### src/rtl/serv_csr_seq_pkg.sv
// Shared CSR sequencer definitions: CSR addresses, operand source codes, state type.
// No logic of its own; the decode helper is purely combinational.
// Used by the sequencer top and its address decoder.
package serv_csr_seq_pkg;

    // Machine-mode CSR addresses handled by this core
    localparam logic [11:0] CSR_MSTATUS  = 12'h300;
    localparam logic [11:0] CSR_MIE      = 12'h304;
    localparam logic [11:0] CSR_MTVEC    = 12'h305;
    localparam logic [11:0] CSR_MSCRATCH = 12'h340;
    localparam logic [11:0] CSR_MEPC     = 12'h341;
    localparam logic [11:0] CSR_MCAUSE   = 12'h342;
    localparam logic [11:0] CSR_MTVAL    = 12'h343;

    // Operand source selection for the CSR datapath
    localparam logic [1:0] SRC_CSR = 2'b00;
    localparam logic [1:0] SRC_EXT = 2'b01;
    localparam logic [1:0] SRC_SET = 2'b10;
    localparam logic [1:0] SRC_CLR = 2'b11;

    typedef enum logic {
        ST_IDLE = 1'b0,
        ST_RUN  = 1'b1
    } state_t;

    typedef struct packed {
        logic mstatus;
        logic mie;
        logic mcause;
        logic rf;
    } csr_sel_t;

    // Map a CSR address onto its register select; all-zero means unimplemented
    function automatic csr_sel_t csr_decode(input logic [11:0] addr);
        csr_sel_t s;
        s = '0;
        case (addr)
            CSR_MSTATUS:  s.mstatus = 1'b1;
            CSR_MIE:      s.mie     = 1'b1;
            CSR_MCAUSE:   s.mcause  = 1'b1;
            CSR_MTVEC,
            CSR_MSCRATCH,
            CSR_MEPC,
            CSR_MTVAL:    s.rf      = 1'b1;
            default:      s         = '0;
        endcase
        return s;
    endfunction

endpackage

### src/rtl/serv_csr_seq_bitcnt.sv
// Beat counter and bit-position strobes for a 32-bit word moved W bits per beat.
// Strobes are decoded from the registered count; valid on the same cycle as the beat.
// No backpressure: counts every cycle while i_run is high, held at zero otherwise.
module serv_csr_bitcnt #(
    parameter int W = 1
) (
    input  logic i_clk,
    input  logic i_rst,
    input  logic i_run,
    output logic o_en,
    output logic o_cnt0to3,
    output logic o_cnt3,
    output logic o_cnt7,
    output logic o_cnt_done
);

    localparam int CW = $clog2(32 / W);
    localparam int B3 = 3 / W;   // beat carrying bit 3 (and last beat of bits 0-3)
    localparam int B7 = 7 / W;   // beat carrying bit 7

    logic [CW-1:0] r_cnt;

    // Count beats while running; the all-ones value wraps back to zero at the done beat
    always_ff @(posedge i_clk) begin
        if (i_rst || !i_run) begin
            r_cnt <= '0;
        end else begin
            r_cnt <= r_cnt + CW'(1);
        end
    end

    assign o_en       = i_run;
    assign o_cnt0to3  = i_run && (r_cnt <= CW'(B3));
    assign o_cnt3     = i_run && (r_cnt == CW'(B3));
    assign o_cnt7     = i_run && (r_cnt == CW'(B7));
    assign o_cnt_done = i_run && (r_cnt == {CW{1'b1}});

endmodule

### src/rtl/serv_csr_seq.sv
// CSR / trap / mret sequencer: arbitrates requests, runs 32/W beats, acks on the last beat.
// Legal request: RUN starts the cycle after acceptance; illegal CSR acks in the acceptance cycle.
// Requests are held by the requester until o_ack; new requests accepted only in IDLE.
module serv_csr_seq
    import serv_csr_seq_pkg::*;
#(
    parameter int    W              = 1,
    parameter string RESET_STRATEGY = "MINI"
) (
    input  logic        i_clk,
    input  logic        i_rst,
    input  logic        i_csr_req,
    input  logic        i_trap_req,
    input  logic        i_mret_req,
    input  logic [11:0] i_csr_addr,
    input  logic [2:0]  i_funct3,
    input  logic        i_rs1_zero,
    output logic        o_busy,
    output logic        o_ack,
    output logic        o_illegal,
    output logic        o_en,
    output logic        o_cnt0to3,
    output logic        o_cnt3,
    output logic        o_cnt7,
    output logic        o_cnt_done,
    output logic        o_mstatus_en,
    output logic        o_mie_en,
    output logic        o_mcause_en,
    output logic        o_rf_csr_wen,
    output logic        o_trap,
    output logic        o_mret,
    output logic [1:0]  o_csr_source,
    output logic        o_csr_d_sel
);

    localparam bit RST_OPERANDS = (RESET_STRATEGY != "NONE");

    state_t   r_state;
    logic     r_trap;
    logic     r_mret;
    csr_sel_t r_sel;
    logic [1:0] r_source;
    logic     r_d_sel;

    csr_sel_t   w_dec;
    logic [1:0] w_src;
    logic       w_idle;
    logic       w_pick_trap;
    logic       w_pick_mret;
    logic       w_pick_csr;
    logic       w_csr_legal;
    logic       w_start;
    logic       w_illegal;
    logic       w_cnt_done;

    // Fixed priority: trap beats mret beats csr; losers simply stay asserted
    assign w_idle      = (r_state == ST_IDLE) && !i_rst;
    assign w_pick_trap = i_trap_req;
    assign w_pick_mret = !i_trap_req && i_mret_req;
    assign w_pick_csr  = !i_trap_req && !i_mret_req && i_csr_req;

    assign w_dec       = csr_decode(i_csr_addr);
    assign w_csr_legal = (|w_dec) && (i_funct3[1:0] != 2'b00);
    assign w_start     = w_idle && (w_pick_trap || w_pick_mret || (w_pick_csr && w_csr_legal));
    assign w_illegal   = w_idle && w_pick_csr && !w_csr_legal;

    // Operand source from the funct3 operation; set/clear with a zero mask is read-only
    always_comb begin
        w_src = SRC_CSR;
        case (i_funct3[1:0])
            2'b01:   w_src = SRC_EXT;
            2'b10:   w_src = i_rs1_zero ? SRC_CSR : SRC_SET;
            2'b11:   w_src = i_rs1_zero ? SRC_CSR : SRC_CLR;
            default: w_src = SRC_CSR;
        endcase
    end

    // Control FSM: latch request kind and register select at acceptance, drop them at done
    always_ff @(posedge i_clk) begin
        if (i_rst) begin
            r_state <= ST_IDLE;
            r_trap  <= 1'b0;
            r_mret  <= 1'b0;
            r_sel   <= '0;
        end else begin
            case (r_state)
                ST_IDLE: begin
                    if (w_start) begin
                        r_state <= ST_RUN;
                        r_trap  <= w_pick_trap;
                        r_mret  <= w_pick_mret;
                        r_sel   <= w_pick_csr ? w_dec : '0;
                    end
                end
                ST_RUN: begin
                    if (w_cnt_done) begin
                        r_state <= ST_IDLE;
                        r_trap  <= 1'b0;
                        r_mret  <= 1'b0;
                        r_sel   <= '0;
                    end
                end
                default: r_state <= ST_IDLE;
            endcase
        end
    end

    // Operand fields: only meaningful while busy, so their reset is optional
    always_ff @(posedge i_clk) begin
        if (i_rst && RST_OPERANDS) begin
            r_source <= SRC_CSR;
            r_d_sel  <= 1'b0;
        end else if (w_start) begin
            r_source <= w_pick_csr ? w_src : SRC_CSR;
            r_d_sel  <= w_pick_csr && i_funct3[2];
        end
    end

    serv_csr_bitcnt #(
        .W (W)
    ) u_bitcnt (
        .i_clk      (i_clk),
        .i_rst      (i_rst),
        .i_run      (o_busy),
        .o_en       (o_en),
        .o_cnt0to3  (o_cnt0to3),
        .o_cnt3     (o_cnt3),
        .o_cnt7     (o_cnt7),
        .o_cnt_done (w_cnt_done)
    );

    assign o_busy       = (r_state == ST_RUN);
    assign o_cnt_done   = w_cnt_done;
    assign o_ack        = w_cnt_done || w_illegal;
    assign o_illegal    = w_illegal;
    assign o_mstatus_en = r_sel.mstatus;
    assign o_mie_en     = r_sel.mie;
    assign o_mcause_en  = r_sel.mcause;
    assign o_rf_csr_wen = r_sel.rf;
    assign o_trap       = r_trap;
    assign o_mret       = r_mret;
    assign o_csr_source = o_busy ? r_source : SRC_CSR;
    assign o_csr_d_sel  = o_busy && r_d_sel;

endmodule

### config.mk
export PLATFORM = sky130hd
export DESIGN_NAME = serv_csr_seq
export DESIGN_NICKNAME = d
export VERILOG_FILES = /design/src/rtl/serv_csr_seq_pkg.sv /design/src/rtl/serv_csr_seq_bitcnt.sv /design/src/rtl/serv_csr_seq.sv
export SDC_FILE = /design/constraint.sdc
export NUM_CORES = 1
export LEC_CHECK = 0
export CORE_UTILIZATION = 39
export CTS_CLUSTER_DIAMETER = 60
export DETAILED_ROUTE_END_ITERATION = 7
export HOLD_SLACK_MARGIN = 0.06
export PLACE_DENSITY = 0.75
export SETUP_SLACK_MARGIN = 0.02
export SLEW_MARGIN = 20
export SYNTH_ARGS = -nofsm -noshare
export SYNTH_HDL_FRONTEND = slang
export SYNTH_SLANG_ARGS = --single-unit
### constraint.sdc
create_clock -name i_clk -period 1.59 [get_ports i_clk]
set_input_delay 0.159 -clock i_clk [delete_from_list [all_inputs] [get_ports i_clk]]
set_output_delay 0.159 -clock i_clk [all_outputs]
set_load 0.01 [all_outputs]
==> impl_metrics.csv <==
group,metric,value,unit
logic_synthesis,yosysUniqueCellTypes,48,
clocking,clock_latency,280,ps
flow_run,max_cap_violations,0,
worst_setup_path,setup.worst_path.start,"u_bitcnt.r_cnt[0]",
logic_synthesis,yosys.cell_count.top_type,"dfxtp_1",
detailed_routing,viasPerCell,5.392,
worst_setup_path,r2r_start,"o_busy",
cells_and_area,fillers,195,
floorplanning,ioPinCount,38,
placement,io_buffers,37,
logic_synthesis,postSynthCellCount,122,
sta,rsz0062_at_grt,"yes",
clocking,cts_tree,"built",
sta,fmax,604.0,MHz
pwr,switching_share,28.33,%
global_routing,antenna_found_initial,0,
clocking,cts_max_level,1,
detailed_routing,ant_nets,0,
logic_synthesis,synth_area,1022,µm²
logic_synthesis,synth_top_area_share,29.38,%
pwr,p_leak,0.7853,nW
worst_setup_path,path_common_cell,"ha_4",
sta,hold_violations,0,
logic_synthesis,ys_warn_count,0,
floorplanning,fp.dieW,53.20,µm
worst_setup_path,required,1430,ps
placement,hpwl,2.303,mm
status,outcome,"complete, but fails checks",
pwr,power,0.8618,mW
worst_setup_path,cp_cell_sequence,"ha_4, and3_4, ha_4, nand2_2, buf_4, nand2b_1, buf_2",
sta,tightest_slew,415.2,ps
worst_setup_path,critPathMaxStageDelay,350,ps
worst_setup_path,slowest_stage,"dfxtp_2",
floorplanning,initial_core_util,41.26,%
worst_setup_path,crit_type,"flop to output pin",
worst_setup_path,worstPathArrival,1500,ps
clocking,cts.sinks,15,
cells_and_area,area.growth.synth_to_final,74.79,%
placement,placed_area,1627,µm²
sta,worst_slack,-65.67,ps
clocking,clock_path_buffers,2,
cells_and_area,multi_input_area,759.5,µm²
cells_and_area,drive_gt1_share,40.10,%
min_path,hp-start,"i_rst",
detailed_routing,drc,0,
sta,layout_min_cycle_time,1656,ps
floorplanning,rows,18,
sta,slew_headroom,71.93,%
cells_and_area,antenna_cells,0,
cells_and_area,final_core_util,72.12,%
clocking,root_buffer,"clkbuf_4",
global_routing,grt_max_degree,11,
logic_synthesis,synth_nets,145,
logic_synthesis,synthArstFlopShare,0,%
global_routing,grt_pass1_vias,1136,
sta,maxSlewViolCount,0,
detailed_routing,dr.first_iter.drc_count,29,
pwr,p_comb_share,29.3,%
sta,setup_tns,-187.7,ps
sta,setup_viol,5,
global_routing,grt_pass1_wl,4.836,mm
pwr,p_sw,0.2441,mW
sta,clock-skew-final,2.713,ps
detailed_routing,wl_per_cell,13.94,µm
logic_synthesis,synthTopCellsByArea,"dfxtp_1 (29%), nor2_1 (4.4%), nand2_1 (3.3%), and2_1 (3.1%), inv_1 (2.6%)",
worst_setup_path,critPathBufInv,2,
floorplanning,core-area,2477,µm²
placement,place_congestion,0.7850,
cells_and_area,final_cell_area,1787,µm²
worst_setup_path,critPathLaunchType,"flop",
clocking,cts.clk_slew.worst_paths,90,ps
logic_synthesis,ys.flop_type,"dfxtp_1",
min_path,hold_class,"input pin to flop",
global_routing,track_usage,23.47,%
worst_setup_path,path_max_fanout,2,
logic_synthesis,synth-seq-cells,15,
floorplanning,die_h,53.20,µm
logic_synthesis,syn_area_per_cell,8.379,µm²
worst_setup_path,crit_family,"flip-flops",
pwr,clkPwrFrac,25.3,%
global_routing,overflow,0,
floorplanning,dieArea,2830,µm²
detailed_routing,routed_wl,3.095,mm
pwr,internal_power,0.6177,mW
status,violations,"negative setup slack",
logic_synthesis,synthTopCellsByCount,"dfxtp_1 (15), nor2_1 (12), nand2_1 (9)",
pwr,power_frac_seq,45.4,%
pwr,power.density,482.3,nW/µm²
cells_and_area,final_nets,216,
detailed_routing,num_vias,1197,
logic_synthesis,yosysSeqAreaShare,29.38,%
worst_setup_path,cp-end-kind,"output pin",
detailed_routing,drt_first_pass_iters,4,
logic_synthesis,yosysTopAreaCell,"dfxtp_1",
sta,finalCritPeriodShare,104.1,%
clocking,cts_buffers,3,
pwr,max-vdd-ir-drop,379.1,µV
logic_synthesis,synth_edf_count,0,
cells_and_area,seqCellArea,306.5,µm²
worst reg2reg max path, cell delays in order, from the launching register on:
cell	delay (ps)
dfxtp_4	370
or4_4	440
buf_6	140
a211o_1	220
and3_4	170
a211oi_2	220
per-layer routing:
metal | up-vias | part of all wire, % | track usage, %
met5 | - | 0 | 0
met4 | 0 | 0.32 | 5.263
met3 | 2 | 6.2 | 4.023
met2 | 53 | 52 | 43.04
met1 | 544 | 41 | 28.03
li1 | 598 | - | -
worst paths after layout:
check	to	slack [ps]	cells after the start
worst max-delay path	o_ack	-70	7
worst min-delay path	o_busy	250	3
worst max register to register	o_mie_en	-40	5
worst min register to register	o_mstatus_en	460	2
repair_timing:
action,4_1_cts,5_1_grt
pin swaps,15,11
buffers inserted,4,2
gates resized for setup,58,17
hold buffers,0,0
setup endpoints to repair,19,12
power by group through the flow:
stage / combinational, mW / sequential (mW) / clock [mW]
floorplan: 0.0951 / 0.401 / 0
global placement: 0.226 / 0.397 / 0
detailed placement: 0.231 / 0.397 / 0
CTS: 0.237 / 0.389 / 0.224
global route: 0.274 / 0.392 / 0.235
finish: 0.253 / 0.391 / 0.218
layout make-up:
cell class / count / area share (%)
Timing Repair Buffer: 74 / 35.15
Sequential cell: 15 / 17.16
Clock buffer: 4 / 1.471
Multi-Input combinational cell: 92 / 42.51
Tap cell: 30 / 2.101
Inverter: 7 / 1.611
kinds of logic (layout without fill, tap and decap cells):
group / after synthesis / in the layout / share of synthesized area [%]
DFF: 15 / 15 / 29.38
and+or+nand+nor: 55 / 55 / 32.68
adders and majority gates: 2 / 2 / 2.448
AOI/OAI and AO/OA: 32 / 32 / 24.48
muxes: 1 / 1 / 0.9792
xor gates and xnor gates: 2 / 2 / 1.714
buffers and inverters: 15 / 85 / 8.323
layout by cell type, fill, tap and decap left out, types with 3 or more instances in the layout:
master | netlist | layout
a31o_2 | 3 | 3
dlygate4sd2_1 | 0 | 10
nand2_1 | 9 | 8
clkdlybuf4s50_1 | 0 | 14
dlymetal6s2s_1 | 0 | 3
buf_2 | 1 | 6
buf_6 | 1 | 4
dfxtp_1 | 15 | 12
and3_1 | 4 | 3
a211oi_2 | 2 | 3
clkbuf_4 | 0 | 3
nor4_1 | 3 | 3
buf_4 | 1 | 33
inv_1 | 7 | 6
nand4_1 | 3 | 3
nor2_1 | 12 | 10
nand2b_1 | 4 | 4
a21oi_1 | 3 | 3
clkdlybuf4s15_1 | 0 | 4
and2_1 | 5 | 5
flip-flops by register name, summed over array words and instances, names as in the netlist:
signal and flops:
u_bitcnt.r_cnt 5, r_source 2, o_busy 1, o_mcause_en 1, o_mie_en 1, o_mret 1
o_mstatus_en 1, o_rf_csr_wen 1, o_trap 1, r_d_sel 1
per-stage QoR:
| stage | worst slack (ps) | instances | hold slack (ps) |
|---|---|---|---|
| floorplan | 9.418 | 122 | 337.6 |
| global placement | -619.5 | 213 | 449.2 |
| detailed placement | -633.8 | 213 | 454.5 |
| CTS | -103.3 | 220 | 409.5 |
| global route | -146.6 | 222 | 279.7 |
| finish | -65.67 | 222 | 249.4 |
Note: power is estimated with default switching activity, not from simulation.
